**src/rtl/tl45_bus_pkg.sv**
```systemverilog
// Shared bus-arbitration types for the TL45 Wishbone fabric: arbiter FSM
// states and the owner encodings reported on o_grant.
package tl45_bus_pkg;

    typedef enum logic [1:0] {
        ST_IDLE  = 2'b00,
        ST_OWN_A = 2'b01,
        ST_OWN_B = 2'b10,
        ST_ABORT = 2'b11
    } arb_state_t;

    localparam logic [1:0] GRANT_NONE = 2'b00;
    localparam logic [1:0] GRANT_A    = 2'b01;
    localparam logic [1:0] GRANT_B    = 2'b10;

    localparam int OUTST_W = 5;

endpackage

```
**src/rtl/tl45_wb_watchdog.sv**
```systemverilog
// Bus watchdog: counts stalled-response cycles while requests are outstanding
// and flags the cycle in which the count reaches TIMEOUT.
module tl45_wb_watchdog #(
    parameter int TIMEOUT = 1023
) (
    input  logic i_clk,
    input  logic i_reset,
    input  logic i_active,
    input  logic i_resp,
    output logic o_timeout
);

    localparam int CNT_W = (TIMEOUT > 1) ? $clog2(TIMEOUT) : 1;
    localparam logic [CNT_W-1:0] CNT_LAST = CNT_W'(TIMEOUT - 1);
    localparam logic [CNT_W-1:0] CNT_ONE  = CNT_W'(1);

    logic [CNT_W-1:0] cnt_r;
    logic             count_s;

    // The current waiting cycle is included, so the pulse lands on the
    // TIMEOUT-th consecutive cycle without a response.
    assign count_s   = i_active && !i_resp;
    assign o_timeout = count_s && (cnt_r == CNT_LAST);

    // Wait-cycle counter, cleared by any response or idle cycle.
    always_ff @(posedge i_clk) begin
        if (i_reset) begin
            cnt_r <= {CNT_W{1'b0}};
        end else if (count_s && (cnt_r != CNT_LAST)) begin
            cnt_r <= cnt_r + CNT_ONE;
        end else begin
            cnt_r <= {CNT_W{1'b0}};
        end
    end

endmodule

```
**src/rtl/tl45_wb_arbiter.sv**
```systemverilog
// Two-master Wishbone arbiter: B (data stage) has priority, A (fetch) is
// protected from starvation, and a watchdog aborts hung transfers.
module tl45_wb_arbiter
    import tl45_bus_pkg::*;
#(
    parameter int TIMEOUT      = 1023,
    parameter int STARVE_LIMIT = 4
) (
    input  logic        i_clk,
    input  logic        i_reset,
    input  logic        i_a_cyc,
    input  logic        i_a_stb,
    input  logic        i_a_we,
    input  logic [29:0] i_a_addr,
    input  logic [31:0] i_a_data,
    input  logic [3:0]  i_a_sel,
    output logic        o_a_ack,
    output logic        o_a_stall,
    output logic        o_a_err,
    input  logic        i_b_cyc,
    input  logic        i_b_stb,
    input  logic        i_b_we,
    input  logic [29:0] i_b_addr,
    input  logic [31:0] i_b_data,
    input  logic [3:0]  i_b_sel,
    output logic        o_b_ack,
    output logic        o_b_stall,
    output logic        o_b_err,
    output logic [31:0] o_ab_data,
    output logic        o_wb_cyc,
    output logic        o_wb_stb,
    output logic        o_wb_we,
    output logic [29:0] o_wb_addr,
    output logic [31:0] o_wb_data,
    output logic [3:0]  o_wb_sel,
    input  logic        i_wb_ack,
    input  logic        i_wb_stall,
    input  logic        i_wb_err,
    input  logic [31:0] i_wb_data,
    output logic [1:0]  o_grant,
    output logic        o_timeout
);

    localparam int STARVE_W = (STARVE_LIMIT > 0) ? $clog2(STARVE_LIMIT + 1) : 1;
    localparam logic [STARVE_W-1:0] STARVE_MAX = STARVE_W'(STARVE_LIMIT);
    localparam logic [STARVE_W-1:0] STARVE_ONE = STARVE_W'(1);
    localparam logic [OUTST_W-1:0]  OUTST_ONE  = OUTST_W'(1);

    arb_state_t          state_r;
    logic [1:0]          grant_r;
    logic [STARVE_W-1:0] starve_r;
    logic [OUTST_W-1:0]  outstanding_r;

    logic wd_timeout_s;
    logic wd_active_s;
    logic resp_s;
    logic inc_s;
    logic dec_s;
    logic stay_own_s;
    logic owner_cyc_s;
    logic a_starved_s;

    assign o_grant     = grant_r;
    assign o_ab_data   = i_wb_data;
    assign o_timeout   = wd_timeout_s;
    assign resp_s      = i_wb_ack || i_wb_err;
    assign inc_s       = o_wb_stb && !i_wb_stall;
    assign dec_s       = resp_s;
    assign owner_cyc_s = (grant_r == GRANT_B) ? i_b_cyc : i_a_cyc;
    assign a_starved_s = i_a_cyc && (starve_r == STARVE_MAX);
    assign wd_active_s = ((state_r == ST_OWN_A) || (state_r == ST_OWN_B))
                         && (outstanding_r != {OUTST_W{1'b0}});
    // Leaving ownership (cyc drop or abort) wipes the outstanding count.
    assign stay_own_s  = ((state_r == ST_OWN_A) && i_a_cyc && !wd_timeout_s)
                         || ((state_r == ST_OWN_B) && i_b_cyc && !wd_timeout_s);

    tl45_wb_watchdog #(
        .TIMEOUT (TIMEOUT)
    ) u_watchdog (
        .i_clk     (i_clk),
        .i_reset   (i_reset),
        .i_active  (wd_active_s),
        .i_resp    (resp_s),
        .o_timeout (wd_timeout_s)
    );

    // Slave-side mux and master response routing from the current owner.
    always_comb begin
        o_wb_cyc  = 1'b0;
        o_wb_stb  = 1'b0;
        o_wb_we   = 1'b0;
        o_wb_addr = 30'h0;
        o_wb_data = 32'h0;
        o_wb_sel  = 4'h0;
        o_a_stall = 1'b1;
        o_a_ack   = 1'b0;
        o_a_err   = 1'b0;
        o_b_stall = 1'b1;
        o_b_ack   = 1'b0;
        o_b_err   = 1'b0;
        case (state_r)
            ST_OWN_A: begin
                o_wb_cyc  = i_a_cyc;
                o_wb_stb  = i_a_stb;
                o_wb_we   = i_a_we;
                o_wb_addr = i_a_addr;
                o_wb_data = i_a_data;
                o_wb_sel  = i_a_sel;
                o_a_stall = i_wb_stall;
                o_a_ack   = i_wb_ack;
                o_a_err   = i_wb_err || wd_timeout_s;
            end
            ST_OWN_B: begin
                o_wb_cyc  = i_b_cyc;
                o_wb_stb  = i_b_stb;
                o_wb_we   = i_b_we;
                o_wb_addr = i_b_addr;
                o_wb_data = i_b_data;
                o_wb_sel  = i_b_sel;
                o_b_stall = i_wb_stall;
                o_b_ack   = i_wb_ack;
                o_b_err   = i_wb_err || wd_timeout_s;
            end
            ST_IDLE:  o_wb_cyc = 1'b0;
            ST_ABORT: o_wb_cyc = 1'b0;
            default:  o_wb_cyc = 1'b0;
        endcase
    end

    // Ownership FSM with starvation counter and registered grant.
    always_ff @(posedge i_clk) begin
        if (i_reset) begin
            state_r  <= ST_IDLE;
            grant_r  <= GRANT_NONE;
            starve_r <= {STARVE_W{1'b0}};
        end else begin
            case (state_r)
                ST_IDLE: begin
                    if (i_b_cyc && !a_starved_s) begin
                        state_r <= ST_OWN_B;
                        grant_r <= GRANT_B;
                        if (i_a_cyc && (starve_r != STARVE_MAX)) begin
                            starve_r <= starve_r + STARVE_ONE;
                        end
                    end else if (i_a_cyc) begin
                        state_r  <= ST_OWN_A;
                        grant_r  <= GRANT_A;
                        starve_r <= {STARVE_W{1'b0}};
                    end
                end
                ST_OWN_A, ST_OWN_B: begin
                    if (wd_timeout_s) begin
                        state_r <= ST_ABORT;
                    end else if (!owner_cyc_s) begin
                        state_r <= ST_IDLE;
                        grant_r <= GRANT_NONE;
                    end
                end
                ST_ABORT: begin
                    if (!owner_cyc_s) begin
                        state_r <= ST_IDLE;
                        grant_r <= GRANT_NONE;
                    end
                end
                default: begin
                    state_r <= ST_IDLE;
                    grant_r <= GRANT_NONE;
                end
            endcase
        end
    end

    // Outstanding-request counter; simultaneous accept and response cancel.
    always_ff @(posedge i_clk) begin
        if (i_reset || !stay_own_s) begin
            outstanding_r <= {OUTST_W{1'b0}};
        end else if (inc_s && !dec_s) begin
            outstanding_r <= outstanding_r + OUTST_ONE;
        end else if (dec_s && !inc_s && (outstanding_r != {OUTST_W{1'b0}})) begin
            outstanding_r <= outstanding_r - OUTST_ONE;
        end else begin
            outstanding_r <= outstanding_r;
        end
    end

endmodule

```
**config.mk**
```make
export PLATFORM = sky130hd
export DESIGN_NAME = tl45_wb_arbiter
export DESIGN_NICKNAME = d
export VERILOG_FILES = /design/src/rtl/tl45_bus_pkg.sv /design/src/rtl/tl45_wb_watchdog.sv /design/src/rtl/tl45_wb_arbiter.sv
export SDC_FILE = /design/constraint.sdc
export NUM_CORES = 1
export LEC_CHECK = 0
export ABC_AREA = 1
export BUFFER_PORTS_ARGS = -buffer_cell sky130_fd_sc_hd__buf_2
export CORE_AREA = 2 2 112 114
export DETAILED_ROUTE_END_ITERATION = 6
export DIE_AREA = 0 0 114 116
export HOLD_SLACK_MARGIN = 0.08
export PLACE_DENSITY = 0.68
export SYNTH_ARGS = -nofsm -noshare
export SYNTH_HDL_FRONTEND = slang
export SYNTH_SLANG_ARGS = --single-unit
export TNS_END_PERCENT = 10
```
**constraint.sdc**
```tcl
create_clock -name i_clk -period 3.4 [get_ports i_clk]
set_input_delay 0.68 -clock i_clk [delete_from_list [all_inputs] [get_ports i_clk]]
set_output_delay 0.68 -clock i_clk [all_outputs]
set_load 0.005 [all_outputs]
```
==> results.json <==
{
  "synth_area_mm2": 0.00268,
  "die_h_um": 116,
  "finalCritPeriodShare_pct": 83.6,
  "power.share.sequential_pct": 27.4,
  "worstSkewPairLatency_ps": 250,
  "first_iter_violations": 195,
  "setup_viol": 0,
  "internal-power_mw": 0.613,
  "cts_resized": 0,
  "yosys.area.top_type": "nand2_1",
  "regArea_um2": 440,
  "outcome": "finished, final reports clean",
  "grt_antenna_before_repair": 0,
  "clockBufferDepth": 2,
  "drc": 0,
  "ios": 285,
  "cts_tree": "done",
  "cts_root_buffer": "clkbuf_16",
  "die-area_mm2": 0.0132,
  "fin_skew_ps": 4.13,
  "p_leak_nw": 1.94,
  "ir_drop_mv": 0.186,
  "drive_gt1_share_pct": 41.7,
  "start_util_pct": 22.5,
  "p_sw_share_pct": 39.0,
  "vias": 3455,
  "cp_top_family": "buffers and inverters",
  "p_per_area_mw_per_mm2": 267,
  "async_flop_share_pct": 0,
  "wirelength_um": 12900,
  "grt_pass1_vias": 3001,
  "hpwl_um": 11000,
  "synth_cells": 456,
  "fin_tns_setup_ps": 0,
  "hold_viol": 0,
  "cts_buffers": 3,
  "diodes": 0,
  "synth_area_leaders": "nand2_1, dfxtp_1, a21oi_1, buf_4, ha_1",
  "layout.nets": 819,
  "grt_usage_pct": 17.5,
  "crit_slowest_cell": "ha_2",
  "critPathKind": "reg2out",
  "final_cells": 775,
  "post-cts-setup-buffer-count": 0,
  "core-area_mm2": 0.0119,
  "synth_fp_nets": 645,
  "p_comb_share_pct": 48.1,
  "grt-ovfl-total": 0,
  "pwr-share-clk_pct": 24.5,
  "grt_max_degree": 49,
  "tightest_slew_ps": 592,
  "wl_per_cell_um": 16.6,
  "yosys_warnings": 0,
  "drv_slew": 0,
  "crit_buf_inv": 3,
  "rrSetupSlack_ps": 890,
  "power.switching_mw": 0.392,
  "period_minus_slack_ps": 2840,
  "critPathRequiredTime_ps": 2720,
  "gp_congestion": 0.837,
  "hold_path_class": "reg2reg",
  "die_width_um": 114,
  "synth_seq_area_share_pct": 16.4,
  "core.rowCount": 40,
  "dp.cells": 772,
  "timing.fmax_mhz": 352,
  "end_kind": "output port",
  "io_buffers": 220,
  "ys.flop_type": "dfxtp_1",
  "multi_input_area_mm2": 0.00178,
  "netlist.area_leader.share_pct": 24.7,
  "synth_edf_count": 0,
  "hold_slack_ps": 483,
  "grt_pass1_wl_um": 17300,
  "cpPeakStageDelay_ps": 580,
  "final_antenna_net_count": 0,
  "maxCapViolCount": 0,
  "slew_headroom_pct": 60.5,
  "path_cells": "inv_1, ha_2, buf_12, nand2_1, a21oi_1, buf_2",
  "synth-seq-cells": 22,
  "clk_pin_slew_ps": 60,
  "htreeDepth": 1,
  "syn_avg_cell_area_um2": 5.87,
  "viasPerCell": 4.46,
  "firstDrtPassIters": 4,
  "cp-start-kind": "register",
  "area_growth_pct": 40.7,
  "cts_sinks": 22,
  "rsz0062_at_grt": "false",
  "fill_cells": 1343,
  "hold_buffers": 0,
  "synth.distinct_cells": 35,
  "crit_arrival_ps": 2160,
  "total_power_mw": 1.00,
  "cp_max_fo": 46
}
layout by cell type, fill, tap and decap left out, types with 2 or more instances in the layout:
cell,Yosys,routed
buf_2,5,220
ha_1,13,11
nor2_1,25,25
a21oi_1,77,77
nand3_4,2,2
nand2_1,176,176
nand3_1,10,10
ha_2,0,2
nand2_2,3,3
xor2_1,4,4
o21ai_0,4,4
dfxtp_1,22,22
xnor2_1,2,2
o21ai_1,6,6
inv_1,22,22
clkbuf_16,0,3
nand2_4,3,3
nand3_2,5,5
nor2_2,5,5
a21boi_0,2,2
buf_12,0,3
inv_2,7,7
area by class of cell:
cell class,instances,area share (%)
clock buffers,3,1.99
inverters,31,3.12
multi-input cells,348,47.3
flip-flops and latches,22,11.7
well taps,147,4.88
repair buffers,224,31.0
logic make-up after synthesis:
group                      Yosys count  share of synthesized area, %
xor gates and xnor gates             6                          1.96
AOI/OAI and AO/OA                   91                          17.6
buffers and inverters               86                          17.2
adders and majority gates           14                          6.82
and+or+nand+nor                    237                          40.0
DFF                                 22                          16.4
worst min-delay path: stages, from the launching register on:
cell	delay, ps
dfxtp_1	320
nand2_1	60
a21oi_1	50
registers in the layout (all words and copies together), names as in the netlist:
register and flops:
o_grant 2, starve_r 3, state_r 2, u_watchdog.cnt_r 10
outstanding_r 5
power by group through the flow:
stage / logic, mW / clock network [mW] / registers, mW
CTS: 0.491 / 0.258 / 0.275
finish: 0.483 / 0.246 / 0.275
floorplan: 0.276 / 0 / 0.280
detailed placement: 0.488 / 0 / 0.281
global route: 0.543 / 0.262 / 0.277
global placement: 0.489 / 0 / 0.281
synth_stat cells (4+ instances only):
cell / n
clkbuf_1: 16
ha_1: 13
nand3_1: 10
xor2_1: 4
dfxtp_1: 22
a21oi_1: 77
buf_2: 5
inv_2: 7
nand3_2: 5
nor2_1: 25
inv_1: 22
o21ai_0: 4
o21ai_1: 6
buf_4: 33
nand2_1: 176
nor2_2: 5
metal layers:
| metal | up-vias | global-route usage [%] | part of all wire [%] |
|---|---|---|---|
| li1 | 1761 | - | - |
| met1 | 1469 | 23.4 | 42 |
| met2 | 205 | 23.3 | 38 |
| met3 | 20 | 12.3 | 18 |
| met4 | 0 | 2.68 | 1.2 |
| met5 | - | 0 | 0 |
metrics by stage:
stage | util, % | instance area [µm²] | setup WS [ps]
after floorplan | - | 2680 | 1270
after global placement | 31.0 | 3690 | 830
after detailed placement | 31.0 | 3690 | 789
after CTS | 31.6 | 3770 | 505
after global routing | 31.6 | 3770 | 371
final | 31.6 | 3770 | 556
final timing paths:
check / from / cells after the start / to
setup / recovery: state_r[0] / 6 / o_wb_data[14]
hold / removal: starve_r[0] / 2 / starve_r[0]
setup reg to reg: state_r[0] / 14 / outstanding_r[4]
hold reg to reg: starve_r[0] / 2 / starve_r[0]
No activity file was read; power rests on OpenSTA's default activity.
